===== config.mk =====
export PLATFORM = sky130hd
export DESIGN_NAME = convolution_coprocessor_mac_sequencer
export DESIGN_NICKNAME = d
export VERILOG_FILES = /design/src/rtl/convolution_coprocessor_pkg.sv /design/src/rtl/convolution_coprocessor_mac_unit.sv /design/src/rtl/convolution_coprocessor_mac_sequencer.sv
export SDC_FILE = /design/constraint.sdc
export NUM_CORES = 1
export LEC_CHECK = 0
export CAP_MARGIN = 20
export CORE_MARGIN = 4
export CORE_UTILIZATION = 40
export DETAILED_ROUTE_END_ITERATION = 6
export GPL_TIMING_DRIVEN = 0
export MAX_ROUTING_LAYER = met4
export SYNTH_ARGS = -nofsm -noshare
export SYNTH_HDL_FRONTEND = slang
export SYNTH_SLANG_ARGS = --single-unit
export TNS_END_PERCENT = 10

===== constraint.sdc =====
create_clock -name clk -period 5.85 [get_ports clk]
set_clock_uncertainty 0.1 [all_clocks]
set_input_delay 1.17 -clock clk [delete_from_list [all_inputs] [get_ports clk]]
set_output_delay 1.17 -clock clk [all_outputs]
set_load 0.01 [all_outputs]

===== src/rtl/convolution_coprocessor_pkg.sv =====
// Shared types and helpers for the convolution coprocessor MAC sequencer.
package convolution_coprocessor_pkg;

    typedef enum logic [2:0] {
        IDLE  = 3'd0,
        SETUP = 3'd1,
        FETCH = 3'd2,
        DRAIN = 3'd3,
        WRITE = 3'd4,
        DONE  = 3'd5
    } state_t;

    function automatic int acc_width(input int data_width, input int addr_width);
        return 2 * data_width + addr_width + 1;
    endfunction

    function automatic int idx_max(input int a, input int b);
        return (a > b) ? a : b;
    endfunction

    function automatic int idx_min(input int a, input int b);
        return (a < b) ? a : b;
    endfunction

endpackage


===== src/rtl/convolution_coprocessor_mac_unit.sv =====
// Unsigned multiplier plus accumulator; acc_next exposes the value the next edge will store.
module convolution_coprocessor_mac_unit #(
    parameter int DATA_WIDTH = 8,
    parameter int ACC_WIDTH  = 22
) (
    input  logic                  clk,
    input  logic                  rsth,
    input  logic                  clrh,
    input  logic                  enh,
    input  logic [DATA_WIDTH-1:0] a,
    input  logic [DATA_WIDTH-1:0] b,
    output logic [ACC_WIDTH-1:0]  acc_next
);

    logic [2*DATA_WIDTH-1:0] prod_s;
    logic [ACC_WIDTH-1:0]    acc_r;

    // product and candidate accumulator value
    always_comb begin
        prod_s = {{DATA_WIDTH{1'b0}}, a} * {{DATA_WIDTH{1'b0}}, b};
        if (enh) begin
            acc_next = acc_r + ACC_WIDTH'(prod_s);
        end else begin
            acc_next = acc_r;
        end
    end

    // accumulator register, clear has priority over accumulate
    always_ff @(posedge clk or posedge rsth) begin
        if (rsth) begin
            acc_r <= '0;
        end else if (clrh) begin
            acc_r <= '0;
        end else begin
            acc_r <= acc_next;
        end
    end

endmodule


===== src/rtl/convolution_coprocessor_mac_sequencer.sv =====
// 1-D convolution sequencer: address generation, MAC control and result strobes.
// Define CONV_COPROC_SAT_EN to saturate results wider than OUT_WIDTH instead of truncating.
module convolution_coprocessor_mac_sequencer
    import convolution_coprocessor_pkg::*;
#(
    parameter int DATA_WIDTH = 8,
    parameter int ADDR_WIDTH = 5,
    parameter int OUT_WIDTH  = 16
) (
    input  logic                  clk,
    input  logic                  rsth,
    input  logic                  start_i,
    input  logic [ADDR_WIDTH:0]   size_x_i,
    input  logic [ADDR_WIDTH:0]   size_y_i,
    output logic [ADDR_WIDTH-1:0] mem_x_addr_o,
    input  logic [DATA_WIDTH-1:0] mem_x_data_i,
    output logic [ADDR_WIDTH-1:0] mem_y_addr_o,
    input  logic [DATA_WIDTH-1:0] mem_y_data_i,
    output logic [ADDR_WIDTH:0]   res_addr_o,
    output logic [OUT_WIDTH-1:0]  res_data_o,
    output logic                  res_enh_o,
    output logic                  res_clrh_o,
    output logic                  busy_o,
    output logic                  done_o
);

    localparam int ACC_WIDTH = acc_width(DATA_WIDTH, ADDR_WIDTH);
    localparam int IW        = ADDR_WIDTH + 1;
    localparam int LW        = ADDR_WIDTH + 2;
    localparam logic [IW-1:0]        SIZE_MAX = {1'b1, {ADDR_WIDTH{1'b0}}};
    localparam logic [ACC_WIDTH-1:0] OUT_MAX  = ACC_WIDTH'({OUT_WIDTH{1'b1}});

    state_t                 state;
    logic [IW-1:0]          nx_r;
    logic [IW-1:0]          ny_r;
    logic [IW-1:0]          n_r;
    logic [IW-1:0]          k_r;
    logic [IW-1:0]          kmax_r;
    logic [LW-1:0]          n_last_r;
    logic                   valid_r;

    logic [IW-1:0]          size_x_s;
    logic [IW-1:0]          size_y_s;
    logic [IW-1:0]          kmin_s;
    logic [IW-1:0]          kmax_s;
    logic                   clrh_s;
    logic [ACC_WIDTH-1:0]   acc_next_s;
    logic [OUT_WIDTH-1:0]   res_s;

    // size clamping, k window bounds and result formatting
    always_comb begin
        size_x_s = (size_x_i > SIZE_MAX) ? SIZE_MAX : size_x_i;
        size_y_s = (size_y_i > SIZE_MAX) ? SIZE_MAX : size_y_i;
        kmin_s   = IW'(idx_max(0, int'(n_r) + 1 - int'(ny_r)));
        kmax_s   = IW'(idx_min(int'(n_r), int'(nx_r) - 1));
        clrh_s   = (state == SETUP);
`ifdef CONV_COPROC_SAT_EN
        if (acc_next_s > OUT_MAX) begin
            res_s = {OUT_WIDTH{1'b1}};
        end else begin
            res_s = OUT_WIDTH'(acc_next_s);
        end
`else
        res_s = OUT_WIDTH'(acc_next_s);
`endif
    end

    convolution_coprocessor_mac_unit #(
        .DATA_WIDTH (DATA_WIDTH),
        .ACC_WIDTH  (ACC_WIDTH)
    ) u_mac (
        .clk      (clk),
        .rsth     (rsth),
        .clrh     (clrh_s),
        .enh      (valid_r),
        .a        (mem_x_data_i),
        .b        (mem_y_data_i),
        .acc_next (acc_next_s)
    );

    // sequencing FSM with counters and registered outputs
    always_ff @(posedge clk or posedge rsth) begin
        if (rsth) begin
            state        <= IDLE;
            nx_r         <= '0;
            ny_r         <= '0;
            n_r          <= '0;
            k_r          <= '0;
            kmax_r       <= '0;
            n_last_r     <= '0;
            valid_r      <= 1'b0;
            mem_x_addr_o <= '0;
            mem_y_addr_o <= '0;
            res_addr_o   <= '0;
            res_data_o   <= '0;
            res_enh_o    <= 1'b0;
            res_clrh_o   <= 1'b0;
            busy_o       <= 1'b0;
            done_o       <= 1'b0;
        end else begin
            res_enh_o  <= 1'b0;
            res_clrh_o <= 1'b0;
            done_o     <= 1'b0;
            // read data returns one cycle after each FETCH address
            valid_r    <= (state == FETCH);
            case (state)
                IDLE: begin
                    if (start_i) begin
                        nx_r     <= size_x_s;
                        ny_r     <= size_y_s;
                        n_r      <= '0;
                        n_last_r <= LW'(size_x_s) + LW'(size_y_s) - LW'(2);
                        if ((size_x_s == '0) || (size_y_s == '0)) begin
                            state  <= DONE;
                            done_o <= 1'b1;
                        end else begin
                            state      <= SETUP;
                            busy_o     <= 1'b1;
                            res_clrh_o <= 1'b1;
                        end
                    end
                end
                SETUP: begin
                    k_r          <= kmin_s;
                    kmax_r       <= kmax_s;
                    mem_x_addr_o <= ADDR_WIDTH'(kmin_s);
                    mem_y_addr_o <= ADDR_WIDTH'(n_r - kmin_s);
                    state        <= FETCH;
                end
                FETCH: begin
                    if (k_r == kmax_r) begin
                        state <= DRAIN;
                    end else begin
                        k_r          <= k_r + IW'(1);
                        mem_x_addr_o <= ADDR_WIDTH'(k_r + IW'(1));
                        mem_y_addr_o <= ADDR_WIDTH'(n_r - k_r - IW'(1));
                    end
                end
                DRAIN: begin
                    res_enh_o  <= 1'b1;
                    res_addr_o <= n_r;
                    res_data_o <= res_s;
                    state      <= WRITE;
                end
                WRITE: begin
                    n_r <= n_r + IW'(1);
                    if (LW'(n_r) == n_last_r) begin
                        state  <= DONE;
                        busy_o <= 1'b0;
                        done_o <= 1'b1;
                    end else begin
                        state <= SETUP;
                    end
                end
                DONE: begin
                    state <= IDLE;
                end
                default: begin
                    state <= IDLE;
                end
            endcase
        end
    end

endmodule


==> results of run 1 <==
[stage by stage]
step	area, um2	setup TNS [ns]	total power, uW
final	8710	0	4880
after global routing	8710	0	5400
after CTS	8710	0	4920
after detailed placement	8420	-0.466	4340
after global placement	8390	-0.483	4300
after floorplan	7480	0	3450
[cell type report]
cell class              count  area, um2  area share [%]
clock buffers              11        253            2.90
flip-flops and latches     88       2200            25.3
inverters                 138        533            6.12
clock inverters             4       30.0           0.345
repair buffers             64        666            7.64
well taps                 229        287            3.29
plain buffers              29        174            2.00
multi-input cells         561       4570            52.4
[registers in the layout, indices dropped and copies added, names as in the netlist, 2 cells and up]
| name | flops |
|---|---|
| res_addr_o | 6 |
| n_last_r | 7 |
| nx_r | 6 |
| res_data_o | 16 |
| state | 3 |
| kmax_r | 6 |
| n_r | 6 |
| mem_x_addr_o | 4 |
| u_mac.acc_r | 16 |
| mem_y_addr_o | 5 |
| k_r | 2 |
| ny_r | 6 |
[kinds of logic after synthesis]
group | after synthesis
xor+xnor | 43
buf+inv | 167
flops | 88
simple gates | 234
mux | 17
fa+ha+maj | 127
compound gates | 140
[synth_stat cells, types with 2 or more instances]
| cell type | number | area share [%] |
|---|---|---|
| mux2_2 | 5 | 0.75 |
| nor4_1 | 3 | 0.25 |
| a22oi_1 | 2 | 0.20 |
| buf_6 | 3 | 0.45 |
| inv_1 | 137 | 6.9 |
| nor2b_1 | 2 | 0.17 |
| fa_1 | 55 | 15 |
| a211oi_1 | 4 | 0.40 |
| a21o_1 | 10 | 1.0 |
| xor2_1 | 17 | 2.0 |
| nand4b_1 | 2 | 0.23 |
| o211ai_1 | 7 | 0.70 |
| nand3_1 | 10 | 0.67 |
| o21a_1 | 3 | 0.30 |
| o21bai_1 | 2 | 0.20 |
| nand2_1 | 113 | 5.7 |
| a21oi_1 | 25 | 1.7 |
| nor3_1 | 16 | 1.1 |
| and2_1 | 36 | 3.0 |
| mux2i_1 | 12 | 1.6 |
| buf_4 | 6 | 0.60 |
| a31oi_1 | 5 | 0.42 |
| a221o_1 | 4 | 0.54 |
| ha_1 | 72 | 12 |
| nor2_1 | 36 | 1.8 |
| a22o_1 | 2 | 0.23 |
| and3_1 | 2 | 0.17 |
| o21ai_0 | 56 | 3.7 |
| dfrtp_1 | 88 | 29 |
| clkbuf_1 | 16 | 0.80 |
| nand4_1 | 3 | 0.25 |
| a21boi_0 | 2 | 0.20 |
| xnor2_1 | 26 | 3.0 |
| buf_2 | 3 | 0.20 |
| o31ai_1 | 2 | 0.20 |
[layout by cell type (no fill, tap or decap), types with 12 or more instances in the layout]
cell	netlist	layout
mux2i_1	12	12
ha_1	72	72
a21oi_1	25	25
clkbuf_1	16	16
fa_1	55	55
and2_1	36	36
o21ai_0	56	56
nand2_1	113	113
dfrtp_1	88	88
inv_1	137	136
clkdlybuf4s50_1	0	60
nor2_1	36	36
xor2_1	17	17
xnor2_1	26	26
nor3_1	16	16
[worst max-delay path: stages]
cell             delay [ns]
clkdlybuf4s50_1        0.57
and2_1                 0.26
fa_1                   0.49
fa_1                   0.54
fa_1                   0.55
inv_1                  0.05
fa_1                   0.54
inv_1                  0.04
ha_1                   0.36
a21oi_1                0.24
o211ai_2               0.18
a221oi_2               0.29
xnor2_1                0.13
or2_1                  0.23
a21oi_2                0.13
[what timing repair did]
action / in CTS / in global routing
hold endpoints to repair: 0 / 0
endpoints found under the setup margin: 0 / 2
gates resized for setup: 0 / 3
[routing by layer]
metal / wire length (um) / GRT usage (%)
met2: 8150 / 29.3
met3: 522 / 2.69
met4: 183 / 4.27
met1: 8260 / 24.0
met5: 0 / -
[worst max path at each step]
stage	start	endpoint	slack [ns]	cells after the start
after detailed placement	mem_x_data_i[4]	u_mac.acc_r[15]	-0.14	15
final	mem_x_data_i[2]	u_mac.acc_r[15]	0.24	15
after global routing	mem_x_data_i[2]	u_mac.acc_r[15]	0.006	15
after floorplan	mem_x_data_i[5]	u_mac.acc_r[15]	0.68	16
after global placement	mem_x_data_i[4]	u_mac.acc_r[15]	-0.13	16
after CTS	mem_x_data_i[1]	u_mac.acc_r[15]	0.21	15
[where the power goes]
group | internal [uW] | switching, uW | total [uW]
sequential | 864 | 210 | 1070
combinational | 1440 | 1800 | 3240
clock | 310 | 256 | 566
total | 2610 | 2260 | 4880
==> impl_metrics.json, run 1 <==
{
  "worstMarginPinSlew_ns": 0.693,
  "synth.distinct_cells": 64,
  "hold_depth": 2,
  "hold_path.class": "reg -> reg",
  "drt_iter0_markers": 207,
  "insertion_delay_ns": 0.35,
  "hold_violations": 0,
  "max_freq_mhz": 178,
  "ctsHoldBuffers": 0,
  "die-height_um": 145,
  "drv_cap": 0,
  "cp-end-kind": "flip-flop",
  "diodes": 0,
  "grt.total_usage_pct": 18.0,
  "cp_max_fo": 8,
  "drive_above_1_share_pct": 5.70,
  "numClockSinks": 88,
  "synthArstFlopShare_pct": 100,
  "hold_start": "ny_r[3]",
  "hpwl_um": 13900,
  "syn_inst": 816,
  "vias_per_cell": 4.93,
  "hold_slack_ns": 0.390,
  "area_growth_pct": 16.6,
  "synth_fa_ha_area_share_pct": 26.8,
  "grt_overflow": 0,
  "rr_startpoint": "n_r[1]",
  "synth_edf_count": 0,
  "p_leak_uw": 0.00428,
  "finalCritPeriodShare_pct": 95.9,
  "portBuffers": 63,
  "htreeDepth": 3,
  "cp-start-kind": "input pin",
  "ys_ff_latch": 88,
  "grt_pass1_vias": 5777,
  "antenna_left": 0,
  "cts.reportedPaths.clkPinSlew_ns": 0.07,
  "num_rows": 49,
  "slew_headroom_pct": 53.5,
  "nets": 1049,
  "antenna_found_initial": 0,
  "synthSimpleGateAreaFrac_pct": 14.5,
  "finalMaxSlewViolations": 0,
  "power_density_nw_per_um2": 560,
  "nFillCells": 1775,
  "die_w_um": 145,
  "pin_count": 67,
  "dp.cells": 1109,
  "synth_top_family_by_area": "adder cells",
  "ys_warn_count": 0,
  "dr.pass1.iters": 4,
  "synth_xor_area_share_pct": 5.04,
  "final_util_pct": 48.0,
  "synth_mux_area_share_pct": 2.36,
  "drc_errors": 0,
  "peakVddDrop_uv": 238,
  "status": "complete, no violations",
  "setup_ws_ns": 0.239,
  "cts_tree": "built",
  "arrival_ns": 5.80,
  "routed_wl_um": 17100,
  "dpl_worst_slack_ns": -0.144,
  "via_count": 5541,
  "grt_pass1_wl_um": 29000,
  "worstReg2RegEnd": "mem_y_addr_o[4]",
  "core_um2": 18100,
  "cts_buffers": 9,
  "clockRootBuffer": "clkbuf_16",
  "post-cts-setup-buffers": 0,
  "grt_max_degree": 58,
  "worstPathRequired_ns": 6.03,
  "drt-wirelength-per-cell_um": 15.2,
  "synth_seq_area_share_pct": 29.5,
  "synth-compound-area-share_pct": 12.4,
  "ys.flop_type": "dfrtp_1",
  "start_util_pct": 41.2,
  "die-area_um2": 20900,
  "gp_congestion": 0.841,
  "synth.cell_area_um2": 7480,
  "clk_path_buf_depth": 2,
  "finalSetupViolCount": 0,
  "rr_worst_depth": 18,
  "instances_no_fill": 1124,
  "crit_type": "in -> reg",
  "reg2reg_slack_ns": 1.36,
  "syn-num-nets": 974,
  "rsz0062_at_grt": "false",
  "syn_area_per_cell_um2": 9.16,
  "fin_crit_ns": 5.61,
  "holdPathEnd": "ny_r[3]"
}
Power figures use the tool's default switching activity.
==> run 2, diff against run 1 <==
--- a/config.mk
+++ b/config.mk
@@ -5,9 +5,10 @@
 export SDC_FILE = /design/constraint.sdc
 export NUM_CORES = 1
 export LEC_CHECK = 0
+export ABC_CLOCK_PERIOD_IN_PS = 5850
 export CAP_MARGIN = 20
 export CORE_MARGIN = 4
-export CORE_UTILIZATION = 40
+export CORE_UTILIZATION = 45
 export DETAILED_ROUTE_END_ITERATION = 6
 export GPL_TIMING_DRIVEN = 0
 export MAX_ROUTING_LAYER = met4
==> run 2 against run 1 <==
Clock power rose by 6.5%. Sequential share of layout area down 0.087 points. Global-route usage rose by 1.8 points. Routed wire length down 1.5%. Final area increased by 0.34%.
==> impl_metrics.json, run 2 (synthesis gave the netlist of run 1 again) <==
{
  "met3_usage_pct": 2.17,
  "peakVddDrop_uv": 219,
  "die_w_um": 137,
  "antenna_left": 0,
  "endpoint": "u_mac.acc_r[15]",
  "portBuffers": 63,
  "hpwl_um": 13900,
  "diodes": 0,
  "met1_usage_pct": 23.1,
  "hold_violations": 0,
  "finish.instance_area_um2": 8740,
  "dp.cells": 1096,
  "met2_usage_pct": 36.3,
  "finalMaxSlewViolations": 0,
  "grt_max_degree": 73,
  "htreeDepth": 3,
  "start_util_pct": 46.6,
  "rsz0062_at_grt": "true",
  "drive_above_1_share_pct": 6.03,
  "drc_errors": 0,
  "dr.pass1.iters": 4,
  "rr_worst_depth": 18,
  "post_dp_cell_area_um2": 8410,
  "fin_crit_ns": 5.64,
  "numClockSinks": 88,
  "num_rows": 46,
  "power_density_nw_per_um2": 562,
  "slew_headroom_pct": 52.5,
  "die-height_um": 137,
  "clockRootBuffer": "clkbuf_16",
  "grt_pass1_wl_um": 28800,
  "status": "complete, no violations",
  "crit_type": "in -> reg",
  "instances_no_fill": 1112,
  "drt_iter0_markers": 163,
  "drv_cap": 0,
  "worstReg2RegEnd": "mem_y_addr_o[4]",
  "final_common_cell": "inv_1",
  "final_cell_mix": "inv_1, nand2_1, dfrtp_1, ha_1, clkdlybuf4s50_1",
  "timing.critical_path.from": "mem_x_data_i[3]",
  "cts_buffers": 9,
  "insertion_delay_ns": 0.35,
  "finalSetupViolCount": 0,
  "reg.largest.list": "res_data_o (16), u_mac.acc_r (16), n_last_r (7)",
  "antenna_found_initial": 0,
  "cts.reportedPaths.clkPinSlew_ns": 0.07,
  "finalCritPeriodShare_pct": 96.4,
  "reg2reg_slack_ns": 1.26,
  "hold_path.class": "reg -> reg",
  "p_total_uw": 4920,
  "core_um2": 16100,
  "pin_count": 67,
  "nFillCells": 1476,
  "rr_startpoint": "n_r[1]",
  "die-area_um2": 18700,
  "cp-start-kind": "input pin",
  "routed_wl_um": 16800,
  "clk_path_buf_depth": 2,
  "arrival_ns": 5.81,
  "multi_input_area_um2": 4580,
  "grt_pass1_vias": 6003,
  "vias_per_cell": 5.03,
  "worstMarginPinSlew_ns": 0.708,
  "ctsHoldBuffers": 0,
  "register_area_um2": 2200,
  "drt-wirelength-per-cell_um": 15.2,
  "gp_congestion": 0.858,
  "p_leak_uw": 0.00431,
  "via_count": 5598,
  "cp-end-kind": "flip-flop",
  "area_growth_pct": 17.0,
  "worstPathRequired_ns": 6.03,
  "top_usage_layer": "met2",
  "nets": 1049,
  "max_freq_mhz": 177,
  "grt_overflow": 0,
  "cts_tree": "built",
  "cp_max_fo": 8,
  "grt.total_usage_pct": 19.9
}
[run 2: routing by layer]
layer / up-vias / wire length [um]
li1: 2799 / -
met1: 2703 / 7150
met2: 75 / 8960
met3: 21 / 417
met4: 0 / 318
met5: - / 0
[run 2: final cells by class]
class / count / area share (%)
repair buffers: 64 / 7.64
multi-input cells: 561 / 52.4
well taps: 216 / 3.09
clock buffers: 11 / 2.89
flip-flops and latches: 88 / 25.2
clock inverters: 5 / 0.730
plain buffers: 29 / 1.99
inverters: 138 / 6.10
[run 2: what timing repair did]
action                                  in CTS  in global routing
endpoints found under the setup margin       0                  5
buffers inserted                             0                  0
resized for setup                            0                  7
[run 2: power by group]
part           leakage (uW)  internal, uW  switching [uW]
Combinational       0.00302          1450            1800
Sequential          0.00113           864             199
Clock              0.000152           357             246
[run 2: critical path, cell delays in order]
cell and delay, ns:
clkdlybuf4s50_1 0.57, and2_1 0.27, fa_1 0.53, fa_1 0.55, fa_1 0.56, inv_1 0.06
fa_1 0.54, inv_1 0.04, ha_1 0.34, a21oi_1 0.22, o211ai_2 0.17, a221oi_2 0.31
xnor2_1 0.13, or2_1 0.23, a21oi_2 0.13
[run 2: stage by stage]
stage / setup TNS [ns] / hold WS, ns / setup WS, ns / util (%)
floorplan: 0 / 0.350 / 0.679 / -
global placement: -0.289 / 0.365 / -0.0949 / 52.2
detailed placement: -0.393 / 0.367 / -0.118 / 52.4
CTS: 0 / 0.383 / 0.221 / 54.3
global route: -0.00683 / 0.399 / -0.00683 / 54.4
finish: 0 / 0.376 / 0.213 / 54.4
[run 2: how the worst min path moves through the flow]
stage | startpoint | endpoint | slack, ns | depth (start not counted)
after global routing | res_addr_o[4] | res_addr_o[4] | 0.40 | 2
after floorplan | ny_r[2] | ny_r[2] | 0.35 | 2
after CTS | res_addr_o[4] | res_addr_o[4] | 0.38 | 2
final | res_addr_o[4] | res_addr_o[4] | 0.38 | 2
after detailed placement | res_addr_o[4] | res_addr_o[4] | 0.37 | 2
after global placement | res_addr_o[4] | res_addr_o[4] | 0.37 | 2
==> run 3, diff against run 2 <==
--- a/config.mk
+++ b/config.mk
@@ -10,8 +10,10 @@
 export CORE_MARGIN = 4
 export CORE_UTILIZATION = 45
 export DETAILED_ROUTE_END_ITERATION = 6
+export DONT_BUFFER_PORTS = 1
 export GPL_TIMING_DRIVEN = 0
 export MAX_ROUTING_LAYER = met4
+export SLEW_MARGIN = 15
 export SYNTH_ARGS = -nofsm -noshare
 export SYNTH_HDL_FRONTEND = slang
 export SYNTH_SLANG_ARGS = --single-unit
==> run 3 against run 2 <==
First-iteration DRC count rose by 38%. Clock power up 3%. Non-clock buffer count is 63 lower.
==> impl_metrics.json, run 3 (synthesis gave the netlist of run 1 again) <==
{
  "ctsHoldBuffers": 0,
  "timing.setup.tns_ns": 0,
  "cts_resized": 0,
  "cts.reportedPaths.clkPinSlew_ns": 0.07,
  "die-area_um2": 18700,
  "grt.total_usage_pct": 19.7,
  "start_util_pct": 46.6,
  "drt_iter0_markers": 225,
  "rr_worst_depth": 18,
  "finalSetupViolCount": 0,
  "post-cts-setup-buffers": 0,
  "timing.critical_path.from": "mem_x_data_i[5]",
  "power_density_nw_per_um2": 586,
  "fin_crit_ns": 5.24,
  "final_common_cell": "inv_1",
  "die-height_um": 137,
  "htreeDepth": 3,
  "numClockSinks": 88,
  "num_rows": 46,
  "p_total_uw": 4740,
  "worstReg2RegEnd": "mem_y_addr_o[4]",
  "hold_path.class": "reg -> reg",
  "via_count": 5413,
  "hold_depth": 2,
  "drv_cap": 0,
  "post_dp_cell_area_um2": 7780,
  "core_um2": 16100,
  "cts_tree": "built",
  "cp_max_fo": 8,
  "portBuffers": 0,
  "worstMarginPinSlew_ns": 0.690,
  "cts_buffers": 9,
  "routed_wl_um": 16600,
  "cp-start-kind": "input pin",
  "grt_pass1_wl_um": 28700,
  "die_w_um": 137,
  "antenna_left": 0,
  "finalMaxSlewViolations": 0,
  "arrival_ns": 5.41,
  "vias_per_cell": 5.16,
  "drt-wirelength-per-cell_um": 15.9,
  "worstPathRequired_ns": 6.02,
  "nFillCells": 1516,
  "crit_type": "in -> reg",
  "hold_slack_ns": 0.392,
  "insertion_delay_ns": 0.34,
  "dr.pass1.iters": 6,
  "p_leak_uw": 0.00403,
  "reg2reg_slack_ns": 1.23,
  "grt_max_degree": 59,
  "diodes": 0,
  "rsz0062_at_grt": "false",
  "slew_headroom_pct": 53.8,
  "grt_overflow": 0,
  "peakVddDrop_uv": 210,
  "gp_congestion": 0.870,
  "drive_above_1_share_pct": 6.12,
  "hold_start": "ny_r[1]",
  "clk_path_buf_depth": 2,
  "holdPathEnd": "ny_r[1]",
  "hold_violations": 0,
  "area_growth_pct": 8.32,
  "hpwl_um": 13800,
  "cp-end-kind": "flip-flop",
  "rr_startpoint": "n_r[1]",
  "max_freq_mhz": 191,
  "nets": 986,
  "finish.instance_area_um2": 8100,
  "antenna_found_initial": 0,
  "final_cell_mix": "inv_1, nand2_1, dfrtp_1, ha_1, o21ai_0",
  "finalCritPeriodShare_pct": 89.6,
  "clockRootBuffer": "clkbuf_16",
  "reg.largest.list": "res_data_o (16), u_mac.acc_r (16), n_last_r (7)",
  "pin_count": 67,
  "status": "complete, no violations",
  "drc_errors": 0,
  "grt_pass1_vias": 5967
}
## run 3: worst max-delay path by stage
stage	end	cells past startpoint
6_report	u_mac.acc_r[15]	16
5_1_grt	res_data_o[12]	16
4_1_cts	res_data_o[12]	16
3_5_place_dp	res_data_o[12]	16
3_3_place_gp	u_mac.acc_r[15]	16
2_1_floorplan	u_mac.acc_r[15]	16
## run 3: metrics by stage
stage                     utilization [%]  setup slack (ns)  instances
final                                50.4             0.606       1049
after global routing                 50.4             0.230       1049
after CTS                            50.4             0.551       1049
after detailed placement             48.4             0.205       1033
after global placement               48.2             0.260       1032
after floorplan                         -             0.679        816
## run 3: cell type report
cell class / instances / area (um2) / area share, %
clock buffers: 10 / 229 / 2.83
inverters: 138 / 533 / 6.58
flip-flops and latches: 88 / 2200 / 27.2
multi-input cells: 561 / 4570 / 56.4
plain buffers: 29 / 174 / 2.15
repair buffers: 1 / 27.5 / 0.340
clock inverters: 6 / 92.6 / 1.14
well taps: 216 / 270 / 3.34
## run 3: routing by layer
metal,vias to the layer above,track usage [%],part of all wire [%]
met5,-,-,0
met1,2647,22.7,41
met2,96,36.0,53
li1,2656,-,-
met4,0,4.43,1.4
met3,14,3.20,4.2
## run 3: critical path, cell delays in order
cell	delay (ns)
clkbuf_1	0.28
nand2_1	0.14
fa_1	0.54
inv_1	0.05
fa_1	0.47
fa_1	0.55
inv_1	0.06
fa_1	0.53
inv_1	0.04
ha_1	0.35
a21oi_1	0.23
o211ai_2	0.18
a221oi_2	0.30
xnor2_1	0.14
or2_1	0.24
a21oi_2	0.13
## run 3: power by group
group | switching [uW] | internal [uW] | leakage, uW
Clock | 243 | 377 | 0.000149
Sequential | 257 | 864 | 0.00113
Combinational | 1740 | 1270 | 0.00275
Total | 2240 | 2510 | 0.00403
